File: src/rtl/mem_port_arbiter_if.sv
// mem_port_arbiter_if: fetch, load/store and memory-side signals of the shared memory port.
interface mem_port_arbiter_if #(
  parameter int AWIDTH = 32,
  parameter int DWIDTH = 32
);
  logic              if_req_i;
  logic [AWIDTH-1:0] if_addr_i;
  logic              if_gnt_o;
  logic              if_rvalid_o;
  logic [DWIDTH-1:0] if_rdata_o;
  logic              d_req_i;
  logic              d_we_i;
  logic [AWIDTH-1:0] d_addr_i;
  logic [DWIDTH-1:0] d_wdata_i;
  logic [2:0]        d_funct3_i;
  logic              d_gnt_o;
  logic              d_rvalid_o;
  logic [DWIDTH-1:0] d_rdata_o;
  logic [AWIDTH-1:0] mem_addr_o;
  logic [DWIDTH-1:0] mem_wdata_o;
  logic              mem_read_en_o;
  logic              mem_write_en_o;
  logic [2:0]        mem_funct3_o;
  logic [DWIDTH-1:0] mem_rdata_i;
  logic              busy_o;

  modport master (
    input  if_req_i, if_addr_i, d_req_i, d_we_i, d_addr_i, d_wdata_i, d_funct3_i, mem_rdata_i,
    output if_gnt_o, if_rvalid_o, if_rdata_o, d_gnt_o, d_rvalid_o, d_rdata_o,
           mem_addr_o, mem_wdata_o, mem_read_en_o, mem_write_en_o, mem_funct3_o, busy_o
  );

  modport slave (
    output if_req_i, if_addr_i, d_req_i, d_we_i, d_addr_i, d_wdata_i, d_funct3_i, mem_rdata_i,
    input  if_gnt_o, if_rvalid_o, if_rdata_o, d_gnt_o, d_rvalid_o, d_rdata_o,
           mem_addr_o, mem_wdata_o, mem_read_en_o, mem_write_en_o, mem_funct3_o, busy_o
  );
endinterface

File: src/rtl/mem_port_arbiter.sv
// mem_port_arbiter: shares one single-port memory between fetch and load/store, one transaction in flight.
module mem_port_arbiter #(
  parameter int AWIDTH      = 32,
  parameter int DWIDTH      = 32,
  parameter int MEM_LATENCY = 1,
  parameter int MAX_STARVE  = 4
) (
  input logic clk,
  input logic rst,
  mem_port_arbiter_if.master bus
);
  typedef enum logic {IDLE, WAIT} state_t;
  state_t            state_q, state_d;
  logic [2:0]        cnt_q, cnt_d;
  logic              owner_q, owner_d;
  logic              we_q, we_d;
  logic [3:0]        starve_q, starve_d;
  logic              if_win, d_win, rvalid;
  logic [AWIDTH-1:0] addr;
  logic [DWIDTH-1:0] wdata;

  // Combinational arbitration in IDLE; grants are gated by reset so nothing leaks out while it is held.
  always_comb begin
    if_win = rst && state_q == IDLE && bus.if_req_i && (!bus.d_req_i || starve_q == 4'(MAX_STARVE));
    d_win  = rst && state_q == IDLE && bus.d_req_i && !if_win;
    rvalid = state_q == WAIT && cnt_q == 3'd1;
    addr   = if_win ? bus.if_addr_i : d_win ? bus.d_addr_i : '0;
    wdata  = d_win ? bus.d_wdata_i : '0;
  end

  assign bus.if_gnt_o       = if_win;
  assign bus.d_gnt_o        = d_win;
  assign bus.mem_addr_o     = addr;
  assign bus.mem_wdata_o    = wdata;
  assign bus.mem_read_en_o  = if_win || (d_win && !bus.d_we_i);
  assign bus.mem_write_en_o = d_win && bus.d_we_i;
  assign bus.mem_funct3_o   = if_win ? 3'b010 : d_win ? bus.d_funct3_i : 3'b000;
  assign bus.if_rvalid_o    = rvalid && !owner_q;
  assign bus.d_rvalid_o     = rvalid && owner_q;
  assign bus.if_rdata_o     = (rvalid && !owner_q) ? bus.mem_rdata_i : '0;
  assign bus.d_rdata_o      = (rvalid && owner_q && !we_q) ? bus.mem_rdata_i : '0;
  assign bus.busy_o         = state_q == WAIT;

  // Next state: latch owner on grant, count latency down in WAIT, track fetch starvation in IDLE.
  always_comb begin
    state_d  = state_q;
    cnt_d    = cnt_q;
    owner_d  = owner_q;
    we_d     = we_q;
    starve_d = starve_q;
    if (state_q == IDLE) begin
      starve_d = (if_win || !bus.if_req_i) ? 4'd0 :
                 (d_win && starve_q != 4'(MAX_STARVE)) ? starve_q + 4'd1 : starve_q;
      if (if_win || d_win) begin
        state_d = WAIT;
        cnt_d   = 3'(MEM_LATENCY);
        owner_d = d_win;
        we_d    = d_win && bus.d_we_i;
      end
    end else begin
      cnt_d = cnt_q - 3'd1;
      if (cnt_q == 3'd1) state_d = IDLE;
    end
  end

  // State registers; reset drops any in-flight response.
  always_ff @(posedge clk or negedge rst) begin
    if (!rst) begin
      state_q  <= IDLE;
      cnt_q    <= 3'd0;
      owner_q  <= 1'b0;
      we_q     <= 1'b0;
      starve_q <= 4'd0;
    end else begin
      state_q  <= state_d;
      cnt_q    <= cnt_d;
      owner_q  <= owner_d;
      we_q     <= we_d;
      starve_q <= starve_d;
    end
  end
endmodule

File: src/flat_wrapper.sv
// flat-port wrapper written by rule: the top's interface ports become plain ports
module mem_port_arbiter_flat 
#(
  parameter int AWIDTH      = 32,
  parameter int DWIDTH      = 32,
  parameter int MEM_LATENCY = 1,
  parameter int MAX_STARVE  = 4
)
  (clk, rst, bus_if_req_i, bus_if_addr_i, bus_d_req_i, bus_d_we_i, bus_d_addr_i, bus_d_wdata_i, bus_d_funct3_i, bus_mem_rdata_i, bus_if_gnt_o, bus_if_rvalid_o, bus_if_rdata_o, bus_d_gnt_o, bus_d_rvalid_o, bus_d_rdata_o, bus_mem_addr_o, bus_mem_wdata_o, bus_mem_read_en_o, bus_mem_write_en_o, bus_mem_funct3_o, bus_busy_o);
  mem_port_arbiter_if #(.AWIDTH(AWIDTH), .DWIDTH(DWIDTH)) bus_i ();
  input logic clk;
  input logic rst;
  input wire logic [$bits(bus_i.if_req_i)-1:0] bus_if_req_i;
  input wire logic [$bits(bus_i.if_addr_i)-1:0] bus_if_addr_i;
  input wire logic [$bits(bus_i.d_req_i)-1:0] bus_d_req_i;
  input wire logic [$bits(bus_i.d_we_i)-1:0] bus_d_we_i;
  input wire logic [$bits(bus_i.d_addr_i)-1:0] bus_d_addr_i;
  input wire logic [$bits(bus_i.d_wdata_i)-1:0] bus_d_wdata_i;
  input wire logic [$bits(bus_i.d_funct3_i)-1:0] bus_d_funct3_i;
  input wire logic [$bits(bus_i.mem_rdata_i)-1:0] bus_mem_rdata_i;
  output wire logic [$bits(bus_i.if_gnt_o)-1:0] bus_if_gnt_o;
  output wire logic [$bits(bus_i.if_rvalid_o)-1:0] bus_if_rvalid_o;
  output wire logic [$bits(bus_i.if_rdata_o)-1:0] bus_if_rdata_o;
  output wire logic [$bits(bus_i.d_gnt_o)-1:0] bus_d_gnt_o;
  output wire logic [$bits(bus_i.d_rvalid_o)-1:0] bus_d_rvalid_o;
  output wire logic [$bits(bus_i.d_rdata_o)-1:0] bus_d_rdata_o;
  output wire logic [$bits(bus_i.mem_addr_o)-1:0] bus_mem_addr_o;
  output wire logic [$bits(bus_i.mem_wdata_o)-1:0] bus_mem_wdata_o;
  output wire logic [$bits(bus_i.mem_read_en_o)-1:0] bus_mem_read_en_o;
  output wire logic [$bits(bus_i.mem_write_en_o)-1:0] bus_mem_write_en_o;
  output wire logic [$bits(bus_i.mem_funct3_o)-1:0] bus_mem_funct3_o;
  output wire logic [$bits(bus_i.busy_o)-1:0] bus_busy_o;
  assign bus_i.if_req_i = bus_if_req_i;
  assign bus_i.if_addr_i = bus_if_addr_i;
  assign bus_i.d_req_i = bus_d_req_i;
  assign bus_i.d_we_i = bus_d_we_i;
  assign bus_i.d_addr_i = bus_d_addr_i;
  assign bus_i.d_wdata_i = bus_d_wdata_i;
  assign bus_i.d_funct3_i = bus_d_funct3_i;
  assign bus_i.mem_rdata_i = bus_mem_rdata_i;
  assign bus_if_gnt_o = bus_i.if_gnt_o;
  assign bus_if_rvalid_o = bus_i.if_rvalid_o;
  assign bus_if_rdata_o = bus_i.if_rdata_o;
  assign bus_d_gnt_o = bus_i.d_gnt_o;
  assign bus_d_rvalid_o = bus_i.d_rvalid_o;
  assign bus_d_rdata_o = bus_i.d_rdata_o;
  assign bus_mem_addr_o = bus_i.mem_addr_o;
  assign bus_mem_wdata_o = bus_i.mem_wdata_o;
  assign bus_mem_read_en_o = bus_i.mem_read_en_o;
  assign bus_mem_write_en_o = bus_i.mem_write_en_o;
  assign bus_mem_funct3_o = bus_i.mem_funct3_o;
  assign bus_busy_o = bus_i.busy_o;
  mem_port_arbiter #(.AWIDTH(AWIDTH), .DWIDTH(DWIDTH), .MEM_LATENCY(MEM_LATENCY), .MAX_STARVE(MAX_STARVE)) u_core (.clk(clk), .rst(rst), .bus(bus_i));
endmodule
File: config.mk
export PLATFORM = sky130hd
export DESIGN_NAME = mem_port_arbiter_flat
export DESIGN_NICKNAME = d
export VERILOG_FILES = /design/src/rtl/mem_port_arbiter_if.sv /design/src/rtl/mem_port_arbiter.sv /design/src/flat_wrapper.sv
export SDC_FILE = /design/constraint.sdc
export NUM_CORES = 1
export LEC_CHECK = 0
export ABC_AREA = 1
export BUFFER_PORTS_ARGS = -buffer_cell sky130_fd_sc_hd__buf_2
export CORE_AREA = 2 2 107 109
export DETAILED_ROUTE_END_ITERATION = 8
export DIE_AREA = 0 0 109 111
export PLACE_DENSITY = 0.59
export SLEW_MARGIN = 30
export SYNTH_ARGS = -nofsm -noshare
export SYNTH_HDL_FRONTEND = slang
export SYNTH_SLANG_ARGS = --single-unit
File: constraint.sdc
create_clock -name clk -period 3.2 [get_ports clk]
set_clock_uncertainty 0.05 [all_clocks]
set_input_delay 0.32 -clock clk [delete_from_list [all_inputs] [get_ports clk]]
set_output_delay 0.32 -clock clk [all_outputs]
set_load 0.01 [all_outputs]
==> results of run 1 <==
[synth_stat cells]
cell type    n  area, um^2
buf_8        2       30.03
a21boi_0     1       7.510
ha_1         4       50.05
nor2_1     104       390.4
inv_1       77       289.0
o21ai_0      5       25.02
nand2_1     93       349.1
nand2_2     20       125.1
inv_6        1       8.760
nand3_1      6       30.03
dfrtp_1     10       250.2
buf_4        1       7.510
nand4_1      3       18.77
inv_4        1       6.260
nand2_4      1       11.26
o21ai_1      1       5.000
buf_2        6       30.03
inv_2        3       11.26
clkbuf_4     2       15.01
nand2_8      2       40.04
xor2_1       1       8.760
buf_6        4       45.04
nor2_8       1       20.02
a21oi_1      3       15.01
[sequential cells by signal, indices dropped and copies added, names as in the netlist]
register and count:
u_core.bus.busy_o 1, u_core.we_q 1, u_core.owner_q 1, u_core.starve_q 4, u_core.cnt_q 3
[power by group]
group	leakage [nW]	switching [W]	total, W	internal [W]
sequential	0.126	0.0000430	0.000223	0.000180
combinational	2.36	0.000522	0.000842	0.000320
clock	0.0442	0.0000577	0.000246	0.000188
[critical path: stages]
cell and delay (ns):
dlygate4sd3_1 0.52, buf_2 0.29, nand3_1 0.18, inv_2 0.16
nand2_8 0.17, inv_6 0.32, nand2_1 0.10, nand2_1 0.07
buf_2 0.12
[final cells by class]
class	count	area share, %
Multi-Input combinational cell	245	33.06
Antenna cell	1	0.07547
Clock buffer	4	2.679
Sequential cell	10	7.547
Inverter	82	9.509
Timing Repair Buffer	275	41.74
Tap cell	143	5.396
[routing by layer]
| metal | share of wire (%) | up-vias | global-route usage, % |
|---|---|---|---|
| met5 | 0.16 | - | 0 |
| met4 | 0 | 2 | 1.282 |
| met3 | 11 | 2 | 2.175 |
| met2 | 49 | 177 | 22.65 |
| met1 | 40 | 1205 | 13.90 |
| li1 | - | 1513 | - |
[path summary, 6_finish.rpt]
| kind | to | cells after the start | slack [ns] |
|---|---|---|---|
| max reg2reg | u_core.owner_q | 7 | 1.63 |
| min in group asynchronous | u_core.starve_q[0] | 2 | 0.46 |
| max in group asynchronous | u_core.starve_q[3] | 2 | 2.40 |
| max | bus_mem_addr_o[13] | 9 | 0.54 |
| min | u_core.we_q | 3 | 0.34 |
| min reg2reg | u_core.cnt_q[1] | 2 | 0.47 |
[stage by stage]
step / power (W) / instance area (um^2) / hold slack, ns / instances / utilization [%]
after floorplan: 0.0007474 / 1789 / -0.02559 / 352 / -
after global placement: 0.001077 / 3214 / 0.1719 / 754 / 29.02
after detailed placement: 0.001075 / 3214 / 0.1703 / 754 / 29.02
after CTS: 0.001328 / 3313 / 0.3382 / 759 / 29.91
after global routing: 0.001439 / 3313 / 0.3578 / 759 / 29.91
final: 0.001310 / 3316 / 0.3412 / 760 / 29.93
[cells by family (layout without fill, tap and decap cells)]
family | count (synthesis) | in the layout | synth area share, %
AO/OA/AOI/OAI | 10 | 10 | 2.936
XOR/XNOR | 1 | 1 | 0.4896
adder cells (fa/ha/maj) | 4 | 4 | 2.797
buffers and inverters | 97 | 361 | 24.76
flip-flops | 10 | 10 | 13.99
other | 0 | 1 | 0
AND/OR/NAND/NOR | 230 | 230 | 55.03
==> results.sh, run 1 <==
export IMPL_syn_area_mm2=0.001789
export IMPL_ctsResizeCount=0
export IMPL_final_common_cell="buf_2"
export IMPL_grt_util_all_layers_pct=11.89
export IMPL_timing_final_crit_share_pct=83.00
export IMPL_gp_congestion=0.7815
export IMPL_clock_latency_ns=0.23
export IMPL_post_cts_setup_buffers=0
export IMPL_multi_input_area_mm2=0.001096
export IMPL_drv_cap=0
export IMPL_cts_buffer_depth=2
export IMPL_row_count=39
export IMPL_clock_sinks=10
export IMPL_die_y_um=111
export IMPL_syn_num_nets=492
export IMPL_status="finished clean"
export IMPL_start_util_pct=16.15
export IMPL_cts_max_level=1
export IMPL_ctsHoldBuffers=1
export IMPL_ys_warn_count=0
export IMPL_critPathCaptureType="output port"
export IMPL_hp_start="bus_d_we_i"
export IMPL_syn_to_final_growth_pct=85.31
export IMPL_worst_pin_slew_ns=0.5815
export IMPL_critPathArrivalTime_ns=2.29
export IMPL_p_per_area_mw_per_mm2=395.2
export IMPL_cts_tree="done"
export IMPL_setup_ws_ns=0.5440
export IMPL_nFillCells=1272
export IMPL_overflow=0
export IMPL_core_area_mm2=0.01108
export IMPL_grt_setup_unrepaired="false"
export IMPL_grt_max_degree=38
export IMPL_ff_latch_area_um2=250.2
export IMPL_vias=2899
export IMPL_die_w_um=109
export IMPL_viasPerCell=3.814
export IMPL_clock_fmax_mhz=376.5
export IMPL_cts_root_buf="clkbuf_16"
export IMPL_cts_clk_slew_worst_paths_ns=0.04
export IMPL_synth_seq_area_share_pct=13.99
export IMPL_die_area_mm2=0.01210
export IMPL_ant_nets=0
export IMPL_port_buffers=273
export IMPL_num_nets_final=757
export IMPL_first_iter_violations=116
export IMPL_p_leak_nw=2.533
export IMPL_hp_class="primary input to register"
export IMPL_grt_pass1_wl_um=11680
export IMPL_setup_viol=0
export IMPL_synth_cell_type_count=24
export IMPL_synth_cells=352
export IMPL_cp_startpoint="rst"
export IMPL_layout_common_cells="buf_2, nor2_1, nand2_1"
export IMPL_wl_per_cell_um=10.64
export IMPL_cp_start_kind="primary input"
export IMPL_report_final_hold_viol_count=0
export IMPL_crit_path_max_fanout=37
export IMPL_grt_pass1_vias=2590
export IMPL_drive_gt1_share_pct=49.84
export IMPL_antenna_found_initial=2
export IMPL_slew_headroom_pct=61.09
export IMPL_first_pass_iters=4
export IMPL_syn_area_per_cell_um2=5.083
export IMPL_pre_cts_ws_ns=1.014
export IMPL_crit_required_ns=2.83
export IMPL_finalCriticalPeriod_ns=2.656
export IMPL_maxSlewViolCount=0
export IMPL_reg2reg_from="u_core.starve_q[0]"
export IMPL_drcViolationCount=0
export IMPL_fin_tns_setup_ns=0
export IMPL_synth_seq_cells=10
export IMPL_dp_hpwl_um=6813
export IMPL_critical_path_class="primary input to output port"
export IMPL_ir_drop_uv=211.0
export IMPL_numCtsBuffers=3
export IMPL_wl_um=8090
export IMPL_io_pins=274
(Power assumes the default switching activity.)
==> run 2: changes to the inputs <==
Clock period 3.2 ns to 2.75 ns, I/O delays scaled along.
==> run 2 against run 1 <==
  * Via count fell by 0.10%
  * Wire length rose by 1.3%
  * Core utilization fell by 0.14 points
  * Cell area fell by 0.45%
  * Cell count fell by 0.26%
==> results.sh, run 2 (same netlist as run 1, synthesis figures left out) <==
export IMPL_status="finished clean"
export IMPL_antenna_found_initial=2
export IMPL_largestRegisters="u_core.starve_q: 4 flops, u_core.cnt_q: 3 flops"
export IMPL_internal_power_w=0.0007690
export IMPL_crit_chain="dlygate4sd3_1 > buf_2 > nand3_1 > inv_2 > nand2_8 > inv_8 > nand2_1 > nand2_1 > buf_2"
export IMPL_critPathCaptureType="output port"
export IMPL_crit_path_max_fanout=37
export IMPL_cts_max_level=1
export IMPL_die_area_mm2=0.01210
export IMPL_fin_tns_setup_ns=0
export IMPL_top_register="u_core.starve_q"
export IMPL_comb_power_share_pct=65.7
export IMPL_hp_class="primary input to register"
export IMPL_power_frac_seq_pct=17.4
export IMPL_p_per_area_mw_per_mm2=452.1
export IMPL_grt_max_degree=38
export IMPL_drcViolationCount=0
export IMPL_clock_fmax_mhz=391.3
export IMPL_rr_endpoint="u_core.owner_q"
export IMPL_critical_path_class="primary input to output port"
export IMPL_max_stage_delay_ns=0.56
export IMPL_clockPowerShare_pct=16.9
export IMPL_worst_pin_slew_ns=0.6009
export IMPL_reg2reg_depth=7
export IMPL_viasPerCell=3.821
export IMPL_post_cts_setup_buffers=0
export IMPL_grt_util_all_layers_pct=12.31
export IMPL_ant_nets=0
export IMPL_whs_endpoint="u_core.we_q"
export IMPL_cts_buffer_depth=2
export IMPL_clock_latency_ns=0.23
export IMPL_ff_latch_area_um2=250.2
export IMPL_grt_setup_unrepaired="false"
export IMPL_maxSlewViolCount=0
export IMPL_setup_ws_ns=0.1943
export IMPL_num_nets_final=756
export IMPL_syn_to_final_growth_pct=84.48
export IMPL_drv_cap=0
export IMPL_wl_um=8197
export IMPL_port_buffers=273
export IMPL_first_iter_violations=156
export IMPL_setup_viol=0
export IMPL_reg2reg_from="u_core.starve_q[0]"
export IMPL_hp_start="bus_d_we_i"
export IMPL_finalCriticalPeriod_ns=2.556
export IMPL_timing_final_crit_share_pct=92.93
export IMPL_p_sw_share_pct=48.46
export IMPL_grt_pass1_wl_um=12010
export IMPL_largest_reg_flops=4
export IMPL_ir_drop_uv=242.3
export IMPL_core_area_mm2=0.01108
export IMPL_gp_congestion=0.7999
export IMPL_slew_headroom_pct=59.80
export IMPL_crit_family="buffers and inverters"
export IMPL_report_final_hold_viol_count=0
export IMPL_final_core_util_pct=29.80
export IMPL_multi_input_area_mm2=0.001096
export IMPL_nFillCells=1269
export IMPL_cp_startpoint="rst"
export IMPL_pre_cts_ws_ns=0.6483
export IMPL_first_pass_iters=4
export IMPL_start_util_pct=16.15
export IMPL_cts_tree="done"
export IMPL_wl_per_cell_um=10.81
export IMPL_final_common_cell="buf_2"
export IMPL_cts_root_buf="clkbuf_16"
export IMPL_p_leak_nw=2.523
export IMPL_r2r_slack_ns=1.20
export IMPL_switchingPower_w=0.0007231
export IMPL_hold_depth=3
export IMPL_crit_required_ns=2.42
export IMPL_row_count=39
export IMPL_drive_gt1_share_pct=49.84
export IMPL_die_y_um=111
export IMPL_die_w_um=109
export IMPL_cts_clk_slew_worst_paths_ns=0.04
export IMPL_worst_path_buf_inv=5
export IMPL_critPathArrivalTime_ns=2.23
export IMPL_io_pins=274
export IMPL_dp_hpwl_um=6904
export IMPL_slowest_stage="dlygate4sd3_1"
export IMPL_cp_start_kind="primary input"
export IMPL_overflow=0
export IMPL_layout_common_cells="buf_2, nor2_1, nand2_1"
export IMPL_numCtsBuffers=3
export IMPL_vias=2896
export IMPL_grt_pass1_vias=2582
export IMPL_clock_sinks=10
==> run 2: cell count changes in the layout (fill, tap and decap cells not counted) <==
cell	delta
buf_4	-1
inv_1	-1
clkbuf_8	-1
clkinvlp_4	+1
inv_6	-1
inv_8	+1
==> run 2: what timing repair did <==
action                                  CTS  global route
hold buffers                              1             0
endpoints found under the setup margin    0            44
gates resized for setup                   0             2
endpoints found under the hold margin    10             0
==> run 2: cell type report <==
| class | count | area share, % |
|---|---|---|
| antenna | 1 | 0.07581 |
| clock buffer | 3 | 2.274 |
| sequential | 10 | 7.581 |
| inverter | 82 | 9.742 |
| multi-input combinational | 245 | 33.21 |
| timing repair buffer | 274 | 41.70 |
| tap | 143 | 5.421 |
==> run 2: worst max-delay path by stage <==
| stage | end | slack [ns] | cells after the start |
|---|---|---|---|
| finish | bus_mem_addr_o[0] | 0.19 | 9 |
| global route | bus_mem_addr_o[31] | 0.02 | 9 |
| CTS | bus_mem_addr_o[29] | 0.15 | 9 |
| detailed placement | bus_mem_addr_o[29] | 0.65 | 10 |
| global placement | bus_mem_addr_o[29] | 0.67 | 10 |
| floorplan | bus_d_rdata_o[10] | 1.07 | 7 |
==> run 2: tightest hold or removal path, delay by kind of cell <==
| family | cells | cell delay [ns] |
|---|---|---|
| buffers and inverters | 2 | 0.18 |
| AO/OA/AOI/OAI | 1 | 0.08 |
==> run 2: metal layers <==
| layer | part of all wire (%) | GRT usage, % |
|---|---|---|
| met5 | 0.16 | 0 |
| met4 | 0.95 | 2.393 |
| met1 | 40 | 14.29 |
| met3 | 11 | 2.410 |
| met2 | 48 | 22.94 |
==> run 2: metrics by stage <==
step                area, um^2  hold WS, ns  instances  total power (W)
floorplan                 1789     -0.07059        352        0.0008698
global placement          3207       0.1281        753         0.001250
detailed placement        3207       0.1322        753         0.001250
CTS                       3292       0.2974        757         0.001510
global route              3298       0.3228        757         0.001639
finish                    3301       0.2978        758         0.001492
==> run 2: power groups by stage <==
stage                     Clock [W]  Sequential [W]  Combinational [W]
after global routing       0.000261        0.000269            0.00111
after global placement            0        0.000260           0.000990
after floorplan                   0        0.000250           0.000619
after CTS                  0.000257        0.000259           0.000994
after detailed placement          0        0.000261           0.000989
final                      0.000252        0.000259           0.000981
==> run 3: changes to the inputs <==
Settings changed: CAP_MARGIN set to 5, GPL_ROUTABILITY_DRIVEN set to 0.
Clock period 2.75 ns to 2.6 ns, I/O delays scaled along.
==> run 3 against run 2 <==
  * Power increased by 6.9%
  * First-iteration DRC count is 29% lower
  * Critical endpoint is now bus_mem_addr_o[13]
  * Critical path type unchanged
  * Count of clock-buffer cells in the layout unchanged
==> results.sh, run 3 (same netlist as run 1, synthesis figures left out) <==
export IMPL_timing_final_crit_share_pct=92.10
export IMPL_clock_latency_ns=0.23
export IMPL_critPathArrivalTime_ns=2.08
export IMPL_syn_to_final_growth_pct=85.59
export IMPL_grt_util_all_layers_pct=12.17
export IMPL_num_nets_final=758
export IMPL_finalCriticalPeriod_ns=2.395
export IMPL_grt_pass1_wl_um=11790
export IMPL_row_count=39
export IMPL_slew_headroom_pct=60.26
export IMPL_crit_chain="dlygate4sd3_1 > clkbuf_4 > nand3_1 > inv_2 > nand2_8 > inv_8 > nand2_1 > nand2_1 > buf_2"
export IMPL_worst_pin_slew_ns=0.5939
export IMPL_final_common_cell="buf_2"
export IMPL_p_per_area_mw_per_mm2=480.2
export IMPL_clock_fmax_mhz=417.6
export IMPL_ir_drop_uv=240.5
export IMPL_overflow=0
export IMPL_maxSlewViolCount=0
export IMPL_port_buffers=273
export IMPL_hp_class="primary input to register"
export IMPL_largestRegisters="u_core.starve_q: 4 flops, u_core.cnt_q: 3 flops"
export IMPL_setup_ws_ns=0.2054
export IMPL_drv_cap=0
export IMPL_io_pins=274
export IMPL_cts_buffer_depth=2
export IMPL_viasPerCell=3.839
export IMPL_die_area_mm2=0.01210
export IMPL_cts_root_buf="clkbuf_16"
export IMPL_critical_path_class="primary input to output port"
export IMPL_report_final_hold_viol_count=0
export IMPL_cp_start_kind="primary input"
export IMPL_die_w_um=109
export IMPL_numCtsBuffers=3
export IMPL_slowest_stage="dlygate4sd3_1"
export IMPL_top_register="u_core.starve_q"
export IMPL_vias=2918
export IMPL_setup_viol=0
export IMPL_cts_clk_slew_worst_paths_ns=0.04
export IMPL_critPathCaptureType="output port"
export IMPL_drive_gt1_share_pct=50.16
export IMPL_max_stage_delay_ns=0.53
export IMPL_wl_per_cell_um=11.05
export IMPL_grt_setup_unrepaired="false"
export IMPL_layout_common_cells="buf_2, nor2_1, nand2_1"
export IMPL_drcViolationCount=0
export IMPL_largest_reg_flops=4
export IMPL_cts_tree="done"
export IMPL_clock_sinks=10
export IMPL_nFillCells=1270
export IMPL_dp_hpwl_um=6963
export IMPL_cts_max_level=1
export IMPL_antenna_found_initial=2
export IMPL_status="finished clean"
export IMPL_core_area_mm2=0.01108
export IMPL_p_leak_nw=2.528
export IMPL_crit_top_cell="nand2_1"
export IMPL_first_iter_violations=111
export IMPL_ant_nets=0
export IMPL_start_util_pct=16.15
export IMPL_grt_pass1_vias=2449
export IMPL_die_y_um=111
export IMPL_fin_tns_setup_ns=0
export IMPL_wl_um=8397
export IMPL_first_pass_iters=6
export IMPL_crit_path_max_fanout=37
export IMPL_pre_cts_ws_ns=0.5158
export IMPL_grt_max_degree=38
export IMPL_crit_required_ns=2.29
## run 3: cell types whose count changed in the layout (fill, tap and decap cells not counted), sizes merged
cell      previous run  this run
clkbuf               3         4
clkinvlp             1         2
## run 3: through the flow
| stage | power, W | util, % | cells | hold slack [ns] | cell area (um^2) |
|---|---|---|---|---|---|
| floorplan | 0.0009199 | - | 352 | -0.08559 | 1789 |
| global placement | 0.001321 | 28.95 | 753 | 0.1140 | 3207 |
| detailed placement | 0.001324 | 28.95 | 753 | 0.1211 | 3207 |
| CTS | 0.001599 | 29.72 | 757 | 0.2707 | 3292 |
| global route | 0.001751 | 29.96 | 759 | 0.2951 | 3318 |
| finish | 0.001595 | 29.98 | 760 | 0.2705 | 3321 |
## run 3: metal layers
metal  share of wire (%)  track usage (%)  vias up
met1                  39            13.91     1217
li1                    -                -     1515
met4                 1.1            1.966        2
met2                  48            22.90      175
met5                0.15                0        -
met3                  11            2.704        9
## run 3: cell type report
class	count	area (um^2)	area share [%]
Multi-Input combinational cell	245	1099	33.08
Clock buffer	3	75.07	2.261
Tap cell	143	178.9	5.388
Inverter	82	321.6	9.683
Timing Repair Buffer	275	1386	41.75
Timing Repair inverter	1	7.507	0.2261
Sequential cell	10	250.2	7.536
Antenna cell	1	2.502	0.07536
## run 3: report_power, final
part	leakage [nW]	switching [W]	internal, W
sequential	0.126	0.0000555	0.000221
combinational	2.36	0.000656	0.000398
clock	0.0370	0.0000655	0.000199
## run 3: path summary, 6_finish.rpt
path / startpoint / endpoint / slack [ns] / depth (start not counted)
min reg2reg: u_core.cnt_q[1] / u_core.cnt_q[1] / 0.45 / 2
min: bus_d_we_i / u_core.we_q / 0.27 / 3
max in group asynchronous: rst / u_core.cnt_q[2] / 1.93 / 2
min in group asynchronous: rst / u_core.we_q / 0.40 / 2
max: rst / bus_mem_addr_o[13] / 0.21 / 9
max reg2reg: u_core.starve_q[0] / u_core.owner_q / 1.05 / 7
## run 3: critical path, delay by kind of cell
family	cells	cell delay, ns
buffers and inverters	5	1.31
and+or+nand+nor	4	0.47
## run 3: what timing repair did
action                                 in CTS  in global routing
gates resized for setup                     0                  5
buffers inserted                            0                  1
hold buffers                                1                  0
endpoints found under the hold margin      10                  0
setup endpoints to repair                   0                 64
